===== src/rtl/lsu_mem_bridge.sv =====
// Load/store bridge from the core's zero-latency data port to a req/ready/rvalid RAM.
// Handles lane steering, byte enables, load extension, misalignment and access timeout.
module lsu_mem_bridge #(
  parameter int ADDR_W      = 32,
  parameter int TIMEOUT_CYC = 255,
  parameter int CNT_W       = 8
) (
  input  logic              clk,
  input  logic              rst_n,
  input  logic              R_en,
  input  logic              W_en,
  input  logic [2:0]        RW_type,
  input  logic [ADDR_W-1:0] ram_addr,
  input  logic [31:0]       Wr_mem_data,
  output logic [31:0]       Rd_mem_data,
  output logic              stall,
  output logic              misalign,
  output logic              bus_err,
  output logic              mem_req,
  output logic              mem_we,
  output logic [ADDR_W-3:0] mem_addr,
  output logic [3:0]        mem_be,
  output logic [31:0]       mem_wdata,
  input  logic              mem_ready,
  input  logic              mem_rvalid,
  input  logic [31:0]       mem_rdata
);

  typedef enum logic [1:0] {S_IDLE, S_REQ, S_WAIT_R, S_DONE} state_t;

  localparam logic             TO_EN   = (TIMEOUT_CYC != 0);
  localparam logic [CNT_W-1:0] TO_LAST = CNT_W'(TIMEOUT_CYC - 1);

  state_t            state_q, state_d;
  logic [CNT_W-1:0]  cnt_q, cnt_d;
  logic [ADDR_W-3:0] addr_q, addr_d;
  logic              we_q, we_d;
  logic [3:0]        be_q, be_d;
  logic [31:0]       wdata_q, wdata_d;
  logic [2:0]        type_q, type_d;
  logic [1:0]        lane_q, lane_d;
  logic [31:0]       rdata_q, rdata_d;
  logic              bus_err_q, bus_err_d;

  logic        req, is_b, is_h, mis, expired;
  logic [3:0]  be_new;
  logic [31:0] wd_new;

  // Lane extraction uses the latched type and byte offset, not the live core inputs.
  function automatic logic [31:0] extract(input logic [31:0] w, input logic [2:0] t,
                                          input logic [1:0] a);
    logic [7:0]  b;
    logic [15:0] h;
    b = w[8*a +: 8];
    h = a[1] ? w[31:16] : w[15:0];
    case (t)
      3'b000:  extract = {{24{b[7]}}, b};
      3'b100:  extract = {24'b0, b};
      3'b001:  extract = {{16{h[15]}}, h};
      3'b101:  extract = {16'b0, h};
      default: extract = w;
    endcase
  endfunction

  always_comb begin
    req     = rst_n & (R_en | W_en);
    is_b    = (RW_type[1:0] == 2'b00);
    is_h    = (RW_type[1:0] == 2'b01);
    mis     = is_h ? ram_addr[0] : (!is_b && (ram_addr[1:0] != 2'b00));
    expired = TO_EN && (cnt_q == TO_LAST);
    be_new  = 4'b1111;
    wd_new  = 32'h0;
    if (W_en) begin
      if (is_b) begin
        be_new = 4'b0001 << ram_addr[1:0];
        wd_new = {4{Wr_mem_data[7:0]}};
      end else if (is_h) begin
        be_new = ram_addr[1] ? 4'b1100 : 4'b0011;
        wd_new = {2{Wr_mem_data[15:0]}};
      end else begin
        wd_new = Wr_mem_data;
      end
    end
  end

  always_comb begin
    state_d   = state_q;
    cnt_d     = cnt_q;
    addr_d    = addr_q;
    we_d      = we_q;
    be_d      = be_q;
    wdata_d   = wdata_q;
    type_d    = type_q;
    lane_d    = lane_q;
    rdata_d   = rdata_q;
    bus_err_d = 1'b0;
    stall     = 1'b0;
    misalign  = 1'b0;
    mem_req   = 1'b0;
    case (state_q)
      S_IDLE: begin
        if (req) begin
          if (mis) begin
            misalign = 1'b1;
          end else begin
            stall   = 1'b1;
            addr_d  = ram_addr[ADDR_W-1:2];
            we_d    = W_en;
            be_d    = be_new;
            wdata_d = wd_new;
            type_d  = RW_type;
            lane_d  = ram_addr[1:0];
            cnt_d   = '0;
            state_d = S_REQ;
          end
        end
      end
      S_REQ: begin
        stall   = 1'b1;
        mem_req = 1'b1;
        cnt_d   = cnt_q + 1'b1;
        // Acceptance of a load without data is not a completion, so expiry still applies.
        if (mem_ready && we_q) begin
          state_d = S_DONE;
        end else if (mem_ready && mem_rvalid) begin
          rdata_d = extract(mem_rdata, type_q, lane_q);
          state_d = S_DONE;
        end else if (expired) begin
          bus_err_d = 1'b1;
          rdata_d   = 32'h0;
          state_d   = S_DONE;
        end else if (mem_ready) begin
          state_d = S_WAIT_R;
        end
      end
      S_WAIT_R: begin
        stall = 1'b1;
        cnt_d = cnt_q + 1'b1;
        if (mem_rvalid) begin
          rdata_d = extract(mem_rdata, type_q, lane_q);
          state_d = S_DONE;
        end else if (expired) begin
          bus_err_d = 1'b1;
          rdata_d   = 32'h0;
          state_d   = S_DONE;
        end
      end
      default: state_d = S_IDLE;
    endcase
  end

  always_ff @(posedge clk or negedge rst_n) begin
    if (!rst_n) begin
      state_q   <= S_IDLE;
      cnt_q     <= '0;
      addr_q    <= '0;
      we_q      <= 1'b0;
      be_q      <= 4'b0;
      wdata_q   <= 32'h0;
      type_q    <= 3'b0;
      lane_q    <= 2'b0;
      rdata_q   <= 32'h0;
      bus_err_q <= 1'b0;
    end else begin
      state_q   <= state_d;
      cnt_q     <= cnt_d;
      addr_q    <= addr_d;
      we_q      <= we_d;
      be_q      <= be_d;
      wdata_q   <= wdata_d;
      type_q    <= type_d;
      lane_q    <= lane_d;
      rdata_q   <= rdata_d;
      bus_err_q <= bus_err_d;
    end
  end

  assign Rd_mem_data = rdata_q;
  assign bus_err     = bus_err_q;
  assign mem_we      = we_q;
  assign mem_addr    = addr_q;
  assign mem_be      = be_q;
  assign mem_wdata   = wdata_q;

endmodule


===== config.mk =====
export PLATFORM = sky130hd
export DESIGN_NAME = lsu_mem_bridge
export DESIGN_NICKNAME = d
export VERILOG_FILES = /design/src/rtl/lsu_mem_bridge.sv
export SDC_FILE = /design/constraint.sdc
export NUM_CORES = 1
export LEC_CHECK = 0
export BUFFER_PORTS_ARGS = -buffer_cell sky130_fd_sc_hd__buf_2
export CAP_MARGIN = 20
export CORE_ASPECT_RATIO = 0.7
export CORE_UTILIZATION = 50
export CTS_CLUSTER_SIZE = 30
export DETAILED_ROUTE_END_ITERATION = 10
export PLACE_DENSITY = 0.86
export SYNTH_ARGS = -nofsm -noshare
export SYNTH_HDL_FRONTEND = slang
export SYNTH_SLANG_ARGS = --single-unit

===== constraint.sdc =====
create_clock -name clk -period 2.4 [get_ports clk]
set_clock_uncertainty 0.05 [all_clocks]
set_input_delay 0.12 -clock clk [delete_from_list [all_inputs] [get_ports clk]]
set_output_delay 0.12 -clock clk [all_outputs]
set_load 0.1 [all_outputs]

; ---- Yosys cells after proc, flatten, opt, wreduce, memory -nomap -nowiden
; Index checks and enable logic that the tools add are counted.
[classes]
add_sub_neg = 1
n_eq_ne = 12
shift = 2
muxes = 39
n_bitwise = 3
reduce_logical = 15
[ops]
columns = cell, count
row1 = $mux W32, 7
row2 = $pmux W32 S4, 1
row3 = $pmux W32 S2, 1
row4 = $shiftx A32 B6 Y8, 1
row5 = $mux W16, 1
row6 = $mux W2, 8
row7 = $mux W4, 4
row8 = $mux W8, 2
row9 = $pmux W8 S2, 1
row10 = $mux W1, 11
row11 = $add A8 B1 Y8 const B, 1
row12 = $eq A8 B8 Y1 const B, 1
row13 = $eq A3 B3 Y1 const B, 2
row14 = $ne A2 B2 Y1 const B, 3
row15 = $pmux W2 S3, 1
row16 = $reduce_and A3 Y1, 2
row17 = $reduce_bool A2 Y1, 3
row18 = $ne A5 B5 Y1 const B, 1
row19 = $eq A2 B1 Y1 const B, 2
row20 = $logic_not A2 Y1, 2
row21 = $pmux W1 S2, 2
row22 = $reduce_and A4 Y1, 1
row23 = $shl A1 B2 Y4 const A, 1
row24 = $eq A3 B1 Y1 const B, 1
row25 = other kinds (10), 12
[totals]
regBits = 115
in_bits = 105
out_inout_bits = 103
elab_cells = 82

; ---- Longest topological paths before layout
[depth]
depth_word = 7
depth_mapped = 8
depth_no_buf = 7

; ---- Least setup slack after synthesis
; No wires, ideal clock.
[synth_path]
kind = reg-to-output
from = register state_q[0]
to = output port stall
t_arrival_ns = 2.657
required_time_ns = 2.230
slack_ns = -0.427
stages_incl_launch_ff = 7
n_path_buf = 2
path_cell_list = dfrtp_1 > inv_1 > ha_1 > nand3_1 > buf_2 > buf_2 > a21oi_1
[synth_between]
elab_chain_cells = 3
word_cells_on_any_way = 5
[synth_lines]
columns = item, line_no
row1 = start: declaration, 34  ; state_t state_q, state_d;
row2 = start signal: assignment, 165  ; state_q <= state_d;
row3 = $eq A2 B2 Y1 / $eq A2 B1 Y1 (equally long branches), 100  ; case (state_q)
row4 = $reduce_or A2 Y1 (no source line), n/a
row5 = $pmux W1 S2 *, 100
row6 = end: declaration, 16  ; output logic stall,
; Every way passes the cells marked *; elsewhere a longest branch is shown, timed or not.

; ---- Worst setup path after layout
[layout_path]
from = register state_q[0]
to = register cnt_q[7]
[layout_between]
elab_chain_cells = 4
word_cells_on_any_way = 9
[layout_lines]
columns = item, line_no
row1 = $eq A2 B2 Y1 / $eq A2 B1 Y1 (equally long branches), 100
row2 = $reduce_or A2 Y1 (no source line), n/a
row3 = $reduce_bool A2 Y1 (no source line), n/a
row4 = $reduce_and A3 Y1 (no source line), n/a
row5 = end signal: assignment, 166  ; cnt_q <= cnt_d;
row6 = end: declaration, 35  ; logic [CNT_W-1:0] cnt_q, cnt_d;
; Parallel ways exist; a longest one is shown, timed or not.
; A chain may end at the register's enable or synchronous reset.

==> out/results.tsv <==
stage	metric	value	unit
outcome	outcome	finished clean	
logic_synthesis	area leader, netlist	dfrtp_1	
cells_and_area	Design Area, Final	0.008208	mm²
place	HPWL Detailed	11210	µm
critical_path	Critical Path AT	2420	ps
drt	Pre-antenna DRT Iters	5	
clock_tree	clk buf depth	2	
drt	remaining antenna violation count	0	
logic_synthesis	Async S/R FF share, synth	100.0	%
clock_tree	clk slew on worst S/H paths	50	ps
global_routing	met1 GRT Util	38.75	%
floorplan	row count	32	
global_routing	vias in the first global route	5628	
cells_and_area	n_diodes	0	
floorplan	Die Y	92.92	µm
logic_synthesis	share of the synthesized area in the top cell type	48.74	%
place	IO Port Bufs	207	
place	gpl congestion	0.9302	
drt	Routed WL	17910	µm
sta	total count of max-transition violations in the final report	0	
sta	Setup TNS Final	0	ps
critical_path	crit-path max FO	7	
logic_synthesis	most common cell in the synthesized netlist	nand2_1	
clock_tree	H-tree Lvls	4	
min_path	Worst Hold Class	in -> reg	
global_routing	antenna violations before repair	0	
global_routing	global route hottest layer	met2	
clock_tree	number of hold buffers added after CTS	47	
logic_synthesis	number of synthesized register bits	115	
drt	DRC Markers	0	
floorplan	Die ar.	0.01225	mm²
global_routing	first-pass GRT wire length	28810	µm
clock_tree	worst skew pair latency	400	ps
critical_path	Worst setup EP type	flop	
sta	Fmax achieved	0.4674	GHz
floorplan	Core Area	0.01125	mm²
logic_synthesis	syn nets	712	
logic_synthesis	register area share after synthesis	48.74	%
floorplan	Die W	131.9	µm
floorplan	I/O pins	208	
clock_tree	Clock Sinks	115	
global_routing	largest net degree at the start of global routing	116	
critical_path	Worst EP required	2680	ps
logic_synthesis	synth cell count leaders	nand2_1, dfrtp_1, mux2_2	
global_routing	M3 GR Usage	7.991	%
flow_run	Max Cap Viol	0	
sta	Worst Tran Pin Value	622.0	ps
clock_tree	post-CTS setup buffer count	0	
sta	final period utilization	89.14	%
floorplan	Starting Density	52.48	%
place	area post-placement	0.007116	mm²
cells_and_area	synth-to-layout area growth	39.01	%
drt	DR WL/cell	17.71	µm
logic_synthesis	post-synthesis area per instance	9.824	µm²
logic_synthesis	Ys Warns	0	
critical_path	startpoint types	flop	
sta	RSZ-0062 raised after global routing	false	
global_routing	total global-route track usage	30.25	%
cells_and_area	layout cells sized above 1	35.66	%
logic_synthesis	Main synth FF type	dfrtp_1	
clock_tree	Resized cells post-CTS	0	
drt	via count	5748	
sta	minimum clock period	2139	ps
global_routing	GRT met2 Usage	49.60	%
logic_synthesis	Mapped Cells	601	
global_routing	GR Overflow Total	0	
clock_tree	Root Driver	clkbuf_16	
drt	post-DR vias/cell	5.685	
logic_synthesis	EDFF count, synth	0	
sta	Final setup viols	0	
sta	Hold Fails Final Rpt	0	
clock_tree	cts bufs inserted	17	
sta	Relative slew margins	58.53	%
logic_synthesis	Cell Area, Synth	0.005904	mm²
drt	Initial DRC Count	427	
clock_tree	TritonCTS clock tree	done	
critical_path	Worst Setup Path Type	reg -> reg	
logic_synthesis	Synth area leaders	dfrtp_1, mux2_2, nand2_1	
cells_and_area	nets@finish	957	
logic_synthesis	Distinct cells, synth	47	
through the flow:
| step | setup slack, ps | utilization [%] | hold slack [ps] | instances |
|---|---|---|---|---|
| after floorplan | 139.1 | - | -225.6 | 601 |
| after global placement | 434.8 | 63.25 | 267.0 | 933 |
| after detailed placement | 355.3 | 63.25 | 268.0 | 933 |
| after CTS | 303.0 | 72.95 | 38.14 | 1011 |
| after global routing | 168.6 | 72.95 | 55.37 | 1011 |
| final | 260.6 | 72.95 | 47.40 | 1011 |
placed cells by master, fill, tap and decap left out, types with 7 or more instances in the layout:
cell type      instances
buf_2                204
nand2_1              117
dfrtp_1              115
dlygate4sd3_1         47
mux2_2                46
o21ai_0               40
nand3_1               29
a21oi_1               20
nor2_1                17
clkbuf_16             17
a31o_1                16
o21ai_1               15
mux2i_1               13
buf_4                 13
inv_1                 12
mux2_1                10
nand4_1                9
a31oi_1                9
a32o_1                 8
nor2b_1                7
o2bb2ai_1              7
worst max-delay path, cell delays in order (launching register included):
cell     delay (ps)
dfrtp_1         420
inv_1           100
ha_1            370
inv_1           150
or3_4           420
or4_1           480
nand2_1          80
area by class of cell:
class	count	area, µm²
Fill cell	790	3043
Multi-Input combinational cell	432	2803
Clock inverter	11	185.2
Timing Repair Buffer	268	1669
Tap cell	153	191.4
Clock buffer	20	436.7
Sequential cell	115	2878
Inverter	12	45.04
sequential cells by signal (all words and copies together), names as in the netlist:
signal	cells
Rd_mem_data	32
bus_err	1
cnt_q	8
lane_q	2
mem_addr	30
mem_be	4
mem_wdata	32
mem_we	1
state_q	2
type_q	3
worst paths after layout:
path	from	endpoint	slack (ps)	depth (start not counted)
setup / recovery	state_q[0]	cnt_q[7]	260	6
hold / removal	Wr_mem_data[25]	mem_wdata[25]	50	5
setup reg to reg	state_q[0]	cnt_q[7]	260	6
hold reg to reg	mem_wdata[14]	mem_wdata[14]	430	2
max in group asynchronous	rst_n	mem_wdata[15]	1450	3
min in group asynchronous	rst_n	Rd_mem_data[5]	360	3
cells by family (layout without fill, tap and decap cells):
| kind of cell | count (synthesis) | count (layout) | synth area share [%] |
|---|---|---|---|
| buf+inv | 54 | 311 | 4.111 |
| fa+ha+maj | 6 | 6 | 1.271 |
| mux | 70 | 70 | 13.27 |
| compound gates | 156 | 156 | 17.65 |
| flops | 115 | 115 | 48.74 |
| simple gates | 200 | 200 | 14.96 |
metal layers:
metal | part of all wire [%] | routed length (µm)
met2 | 47 | 8445
met4 | 2.1 | 383
met5 | 0 | 0
met3 | 8.8 | 1573
met1 | 42 | 7504
Power is left out: the tool's default activity adds up to more than one toggle a clock period on the data nets, which glitch-free logic cannot reach.
